### src/rtl/layer2_seq.sv
// Layer-2 sequencer: streams conv results into the result memory channel by channel, then walks the 2x2 pooling windows.
// Optional stall counter output enabled by defining LAYER2_SEQ_STALL_CNT_EN.
module layer2_seq #(
  parameter int MAP_W  = 14,
  parameter int NUM_OC = 16,
  parameter int MAP_SZ = 196
) (
  input  logic              clk,
  input  logic              rst,
  input  logic              start,
  input  logic              res_valid,
  input  logic signed [7:0] res_data,
  output logic              res_ready,
  output logic              store,
  output logic [3:0]        out_c,
  output logic [7:0]        w_addr,
  output logic signed [7:0] value,
  output logic              pool,
  output logic [7:0]        pool_addr,
  output logic [7:0]        pool_waddr,
  output logic              cout_done,
  output logic              done,
`ifdef LAYER2_SEQ_STALL_CNT_EN
  output logic [15:0]       stall_cnt,
`endif
  output logic              busy
);

  localparam int         POOL_N    = MAP_W / 2;
  localparam logic [2:0] POOL_LAST = 3'(POOL_N - 1);
  localparam logic [7:0] PIX_LAST  = 8'(MAP_SZ - 1);
  localparam logic [3:0] CH_LAST   = 4'(NUM_OC - 1);
  localparam logic [7:0] ROW_STEP  = 8'(2 * MAP_W);
  localparam logic [7:0] WROW_STEP = 8'(POOL_N);

  typedef enum logic [1:0] {
    IDLE  = 2'd0,
    STORE = 2'd1,
    POOL  = 2'd2,
    FIN   = 2'd3
  } state_t;

  state_t            state_q, state_d;
  logic [7:0]        pix_q, pix_d;
  logic [3:0]        ch_q, ch_d;
  logic [2:0]        pr_q, pr_d;
  logic [2:0]        pc_q, pc_d;
  logic              store_q, store_d;
  logic [3:0]        out_c_q, out_c_d;
  logic [7:0]        w_addr_q, w_addr_d;
  logic signed [7:0] value_q, value_d;
  logic              pool_q, pool_d;
  logic [7:0]        pool_addr_q, pool_addr_d;
  logic [7:0]        pool_waddr_q, pool_waddr_d;
  logic              cout_done_q, cout_done_d;
  logic              done_q, done_d;

  always_ff @(posedge clk or negedge rst) begin
    if (!rst) begin
      state_q      <= IDLE;
      pix_q        <= '0;
      ch_q         <= '0;
      pr_q         <= '0;
      pc_q         <= '0;
      store_q      <= 1'b0;
      out_c_q      <= '0;
      w_addr_q     <= '0;
      value_q      <= '0;
      pool_q       <= 1'b0;
      pool_addr_q  <= '0;
      pool_waddr_q <= '0;
      cout_done_q  <= 1'b0;
      done_q       <= 1'b0;
    end else begin
      state_q      <= state_d;
      pix_q        <= pix_d;
      ch_q         <= ch_d;
      pr_q         <= pr_d;
      pc_q         <= pc_d;
      store_q      <= store_d;
      out_c_q      <= out_c_d;
      w_addr_q     <= w_addr_d;
      value_q      <= value_d;
      pool_q       <= pool_d;
      pool_addr_q  <= pool_addr_d;
      pool_waddr_q <= pool_waddr_d;
      cout_done_q  <= cout_done_d;
      done_q       <= done_d;
    end
  end

  always_comb begin
    state_d      = state_q;
    pix_d        = pix_q;
    ch_d         = ch_q;
    pr_d         = pr_q;
    pc_d         = pc_q;
    store_d      = 1'b0;
    out_c_d      = out_c_q;
    w_addr_d     = w_addr_q;
    value_d      = value_q;
    pool_d       = 1'b0;
    pool_addr_d  = pool_addr_q;
    pool_waddr_d = pool_waddr_q;
    cout_done_d  = 1'b0;
    done_d       = 1'b0;
    case (state_q)
      IDLE: begin
        if (start) begin
          pix_d   = '0;
          ch_d    = '0;
          pr_d    = '0;
          pc_d    = '0;
          state_d = STORE;
        end
      end
      STORE: begin
        if (res_valid) begin
          store_d  = 1'b1;
          value_d  = res_data;
          w_addr_d = pix_q;
          out_c_d  = ch_q;
          if (pix_q == PIX_LAST) begin
            pix_d = '0;
            // cout_done rides with the final store so the memory side sees both together
            if (ch_q == CH_LAST) begin
              ch_d        = '0;
              cout_done_d = 1'b1;
              state_d     = POOL;
            end else begin
              ch_d = ch_q + 4'd1;
            end
          end else begin
            pix_d = pix_q + 8'd1;
          end
        end
      end
      POOL: begin
        pool_d       = 1'b1;
        pool_addr_d  = ROW_STEP * {5'd0, pr_q} + {4'd0, pc_q, 1'b0};
        pool_waddr_d = WROW_STEP * {5'd0, pr_q} + {5'd0, pc_q};
        if (pc_q == POOL_LAST) begin
          pc_d = '0;
          if (pr_q == POOL_LAST) begin
            pr_d    = '0;
            state_d = FIN;
          end else begin
            pr_d = pr_q + 3'd1;
          end
        end else begin
          pc_d = pc_q + 3'd1;
        end
      end
      FIN: begin
        done_d  = 1'b1;
        state_d = IDLE;
      end
      default: state_d = IDLE;
    endcase
  end

`ifdef LAYER2_SEQ_STALL_CNT_EN
  logic [15:0] stall_q, stall_d;

  always_comb begin
    stall_d = stall_q;
    if (state_q == IDLE && start)
      stall_d = '0;
    else if (state_q == STORE && !res_valid && stall_q != 16'hFFFF)
      stall_d = stall_q + 16'd1;
  end

  always_ff @(posedge clk or negedge rst) begin
    if (!rst) stall_q <= '0;
    else      stall_q <= stall_d;
  end

  assign stall_cnt = stall_q;
`endif

  assign res_ready  = (state_q == STORE);
  assign busy       = (state_q != IDLE);
  assign store      = store_q;
  assign out_c      = out_c_q;
  assign w_addr     = w_addr_q;
  assign value      = value_q;
  assign pool       = pool_q;
  assign pool_addr  = pool_addr_q;
  assign pool_waddr = pool_waddr_q;
  assign cout_done  = cout_done_q;
  assign done       = done_q;

endmodule

### config.mk
export PLATFORM = sky130hd
export DESIGN_NAME = layer2_seq
export DESIGN_NICKNAME = d
export VERILOG_FILES = /design/src/rtl/layer2_seq.sv
export SDC_FILE = /design/constraint.sdc
export NUM_CORES = 1
export LEC_CHECK = 0
export ABC_AREA = 0
export ABC_CLOCK_PERIOD_IN_PS = 7300
export BUFFER_PORTS_ARGS = -buffer_cell sky130_fd_sc_hd__buf_2
export CAP_MARGIN = 20
export CORE_UTILIZATION = 59
export CTS_CLUSTER_DIAMETER = 40
export DETAILED_ROUTE_END_ITERATION = 10
export PLACE_DENSITY = 0.84
export SYNTH_ARGS = -nofsm -noshare
export SYNTH_HDL_FRONTEND = slang
export SYNTH_SLANG_ARGS = --single-unit
### constraint.sdc
create_clock -name clk -period 7.3 [get_ports clk]
set_clock_uncertainty 0.2 [all_clocks]
set_input_delay 0 -clock clk [delete_from_list [all_inputs] [get_ports clk]]
set_output_delay 0 -clock clk [all_outputs]
set_load 0.05 [all_outputs]
# After elaboration in Yosys (flattened, before gate mapping)
# Cells that the tools add are included.
# totals
ff_bits	60
input_bits	12
output_inout_bits	42
word_cells	75
# classes
addsub	6
multipliers	2
n_eq_ne	13
mux	30
reduce_logical	10
# ops
operator	count
8-bit 2-to-1 mux	3
4-bit 2-to-1 mux	4
8-bit case mux with 2 select lines	1
3-bit by 3-bit multiplier with 6-bit output, first input constant	2
2-bit 2-to-1 mux	6
3-bit 2-to-1 mux	4
3-bit case mux with 2 select lines	2
8-bit by 1-bit adder with 8-bit output, second input constant	1
8-bit by 4-bit adder with 8-bit output	1
8-bit equality test, second input constant	1
1-bit 2-to-1 mux	8
2-bit inequality test, second input constant	4
2-bit case mux with 4 select lines	1
4-bit case mux with 2 select lines	1
6-bit by 3-bit adder with 7-bit output	1
3-bit by 1-bit adder with 3-bit output, second input constant	2
3-bit equality test, second input constant	2
3-bit AND reduction	2
6-bit AND reduction	1
2-bit nonzero test	3
4-bit by 1-bit adder with 4-bit output, second input constant	1
2-bit equality test, second input constant	2
4-bit equality test, second input constant	1
2-bit by 1-bit inequality test with 1-bit output, second input constant	2
4 further kinds	5

# Longest topological paths before layout
# depth
ltp_word	5
mapped_depth	11
depth_no_buf	11

# Worst setup path before layout
# Ideal clock, no wire load.
# synth_path
path_kind	register to register
startpoint	register pr_q[0]
endpoint	register pool_waddr_q[4] (netlist: pool_waddr[4])
setup_ns	0.125
arrival_ns	2.630
t_required_ns	6.975
slack_ns	4.345
path_stages_with_launch	10
path_buffers	0
synth_period_minus_slack_ns	2.955
path_cell_list	dfrtp_1 -> fa_1 -> inv_1 -> fa_1 -> inv_1 -> ha_1 -> a21o_1 -> a21o_1 -> xor2_1 -> mux2_2
# synth_between
elab_chain_cells	2
# synth_lines
element	line	source
start: declaration	46	logic [2:0] pr_q, pr_d;
start signal: assignment	78	pr_q <= pr_d;
3-bit by 3-bit multiplier with 6-bit output	141	pool_waddr_d = WROW_STEP * {5'd0, pr_q} + {5'd0, pc_q};
6-bit by 3-bit adder with 7-bit output	141	
end signal: assignment	86	pool_waddr_q <= pool_waddr_d;
end: declaration	54	logic [7:0] pool_waddr_q, pool_waddr_d;
# No other way between the ends.
# A chain may end at the register's enable or synchronous reset.

# Worst setup path in the final report
# Same ends and word-level chain as after synthesis.

==> results.sh <==
export IMPL_status="finished, final reports clean"
export IMPL_hold_viol_final=0
export IMPL_drtIter0Drc=119
export IMPL_hp_class="in2async"
export IMPL_fin_tns_setup_ps=0
export IMPL_cts_root_buffer="clkbuf_8"
export IMPL_port_buffers=51
export IMPL_worst_slew_pin_slew_ps=985.9
export IMPL_cts_sinks=58
export IMPL_ios=54
export IMPL_rsz0062_at_grt="no"
export IMPL_grt_pass1_wl_um=10180
export IMPL_routed_top_layer="met4"
export IMPL_period_needed_ps=3087
export IMPL_power_leakage_nw=1.891
export IMPL_fp_dieW_um=73.80
export IMPL_yosysWarnings=0
export IMPL_ant_nets=0
export IMPL_finalWirelength_um=6193
export IMPL_gr_total_overflow=0
export IMPL_vias_per_cell=5.505
export IMPL_final_common_cell="dfrtp_1"
export IMPL_grt_usage=0.2583
export IMPL_async_flop_share=1.000
export IMPL_place_inst=369
export IMPL_numCtsBuffers=9
export IMPL_worst_ep_arrival_time_ps=3110
export IMPL_slew_viol_final=0
export IMPL_dp_worst_setup_slack_ps=4210
export IMPL_synth_main_ff_cell="dfrtp_1"
export IMPL_drcViolationCount=0
export IMPL_maxCapViolCount=0
export IMPL_relSlewSlack=0.3412
export IMPL_crit_fanout=5
export IMPL_first_pass_iters=4
export IMPL_wire_per_inst_um=15.64
export IMPL_cellPowerDensity_nw_per_um2=447.3
export IMPL_synth_area_per_cell_um2=11.79
export IMPL_core_area_um2=4848
export IMPL_place_gp_congestion=0.8412
export IMPL_endpoint_kind="flip-flop"
export IMPL_dp_hpwl_um=4078
export IMPL_initial_core_util=0.6274
export IMPL_setup_ws_ps=4213
export IMPL_first_global_vias=2122
export IMPL_cp_start_kind="flip-flop"
export IMPL_cts_path_max_buffers=2
export IMPL_critPathMaxStageDelay_ps=600
export IMPL_ys_seq_area_frac=0.4772
export IMPL_period_share=0.4229
export IMPL_required_ps=7320
export IMPL_num_rows=25
export IMPL_wl_met2_um=2860
export IMPL_wl_met1_um=2884
export IMPL_num_vias=2180
export IMPL_netlist_instances=258
export IMPL_die_area_um2=5446
export IMPL_vdd_drop_max_v=0.0003156
export IMPL_ys_types=50
export IMPL_grt_max_degree=59
export IMPL_fin_cells=396
export IMPL_crit_type="reg2reg"
export IMPL_diodes=0
export IMPL_antenna_found_initial=0
export IMPL_synthesis_area_um2=3042
export IMPL_ys_seq_elements=58
export IMPL_wl_met3_um=334
export IMPL_cp_slowest_cell="fa_1"
export IMPL_final_cell_mix="dfrtp_1 (58), buf_2 (51), mux2_2 (28)"
export IMPL_clkLatencyLatePin_ps=340
export IMPL_synth_edf_count=0
export IMPL_htreeDepth=3
export IMPL_fmax_mhz=323.9
export IMPL_area_growth_pct=20.77
export IMPL_setup_violations=0
export IMPL_path_cells="fa_1, inv_1, fa_1, inv_1, ha_1, a21o_1, a21o_1, xor2_1, mux2_2"
export IMPL_final_layout_size_suffix_gt1_frac=0.3070
export IMPL_die_h_um=73.80
export IMPL_finish_net_count=363
export IMPL_clk_pin_slew_ps=70
export IMPL_cts_tree="built"
cell usage after synthesis (2+ instances only):
cell / count / share of area
nand3_1: 12 / 0.020
mux2_2: 28 / 0.10
clkbuf_1: 3 / 0.0037
ha_1: 21 / 0.086
a21oi_1: 6 / 0.0099
mux2i_1: 6 / 0.020
a21o_1: 3 / 0.0074
a31oi_1: 3 / 0.0062
o21a_1: 2 / 0.0049
nor2_1: 10 / 0.012
xor2_1: 6 / 0.017
nand4_1: 4 / 0.0082
nor3_1: 6 / 0.0099
dfrtp_1: 58 / 0.48
a22o_1: 2 / 0.0058
o21ai_0: 7 / 0.012
buf_4: 3 / 0.0074
fa_1: 6 / 0.039
nor2b_1: 2 / 0.0041
xnor2_1: 5 / 0.014
o31ai_1: 3 / 0.0074
inv_1: 22 / 0.027
nand2_1: 12 / 0.015
nand2b_1: 2 / 0.0041
repair_timing:
item,in CTS,in global routing
buffers inserted,0,0
hold endpoints to repair,70,0
gates resized for setup,0,0
hold buffers,11,0
power breakdown:
group          internal (W)  switching (W)
combinational      0.000271       0.000557
sequential         0.000413      0.0000709
clock              0.000200       0.000131
total              0.000884       0.000759
flip-flops by register name, indices dropped and copies added, names as in the netlist, 4 cells and up:
name and cells:
pool_addr 7, out_c 4, w_addr 8, pix_q 8, pool_waddr 7, ch_q 4, value 8
logic make-up (layout without fill, tap and decap cells):
| kind of cell | count (synthesis) | after routing | synth area share |
|---|---|---|---|
| AOI/OAI and AO/OA | 36 | 36 | 0.08927 |
| xor gates and xnor gates | 11 | 11 | 0.03167 |
| adders and majority gates | 27 | 27 | 0.1259 |
| buffers and inverters | 31 | 101 | 0.04278 |
| DFF | 58 | 58 | 0.4772 |
| muxes | 36 | 36 | 0.1320 |
| other | 1 | 2 | 0.001233 |
| and+or+nand+nor | 58 | 58 | 0.09996 |
worst max-delay path, delay by kind of cell (launching register included):
kind,cells,cell delay (ps)
mux,1,250
fa+ha+maj,3,1440
buf+inv,2,130
xor+xnor,1,130
compound gates,2,360
flops,1,460
stage by stage:
step	utilization	hold slack [ps]	area (µm²)	total power (W)
after CTS	0.7577	165.0	3674	0.001650
final	0.7577	143.0	3674	0.001643
after detailed placement	0.6898	-9.932	3344	0.001306
after global placement	0.6898	-11.34	3344	0.001278
after global routing	0.7577	226.8	3674	0.001742
after floorplan	-	-495.6	3045	0.001124
final timing paths:
check | depth (start not counted) | from | to | slack, ps
min in group clk | 3 | res_data[0] | value[0] | 230
min reg2reg | 1 | pool_waddr[6] | pool_waddr[6] | 290
max | 9 | pr_q[0] | pool_waddr[4] | 4210
max reg2reg | 9 | pr_q[0] | pool_waddr[4] | 4210
min | 3 | rst | pool | 140
max in group asynchronous | 3 | rst | pool_waddr[0] | 6270
metal layers:
metal	vias up	track usage
met4	0	0.1132
met3	13	0.06722
li1	1034	-
met1	1053	0.3581
met2	80	0.3833
met5	-	0
cell type report:
| type | instances | area [µm²] |
|---|---|---|
| multi-input cells | 170 | 1464 |
| clock inverters | 5 | 77.57 |
| inverters | 22 | 82.58 |
| flip-flops and latches | 58 | 1451 |
| well taps | 67 | 83.83 |
| fillers | 326 | 1175 |
| clock buffers | 11 | 141.4 |
| repair buffers | 63 | 372.9 |
(Power assumes the default switching activity.)
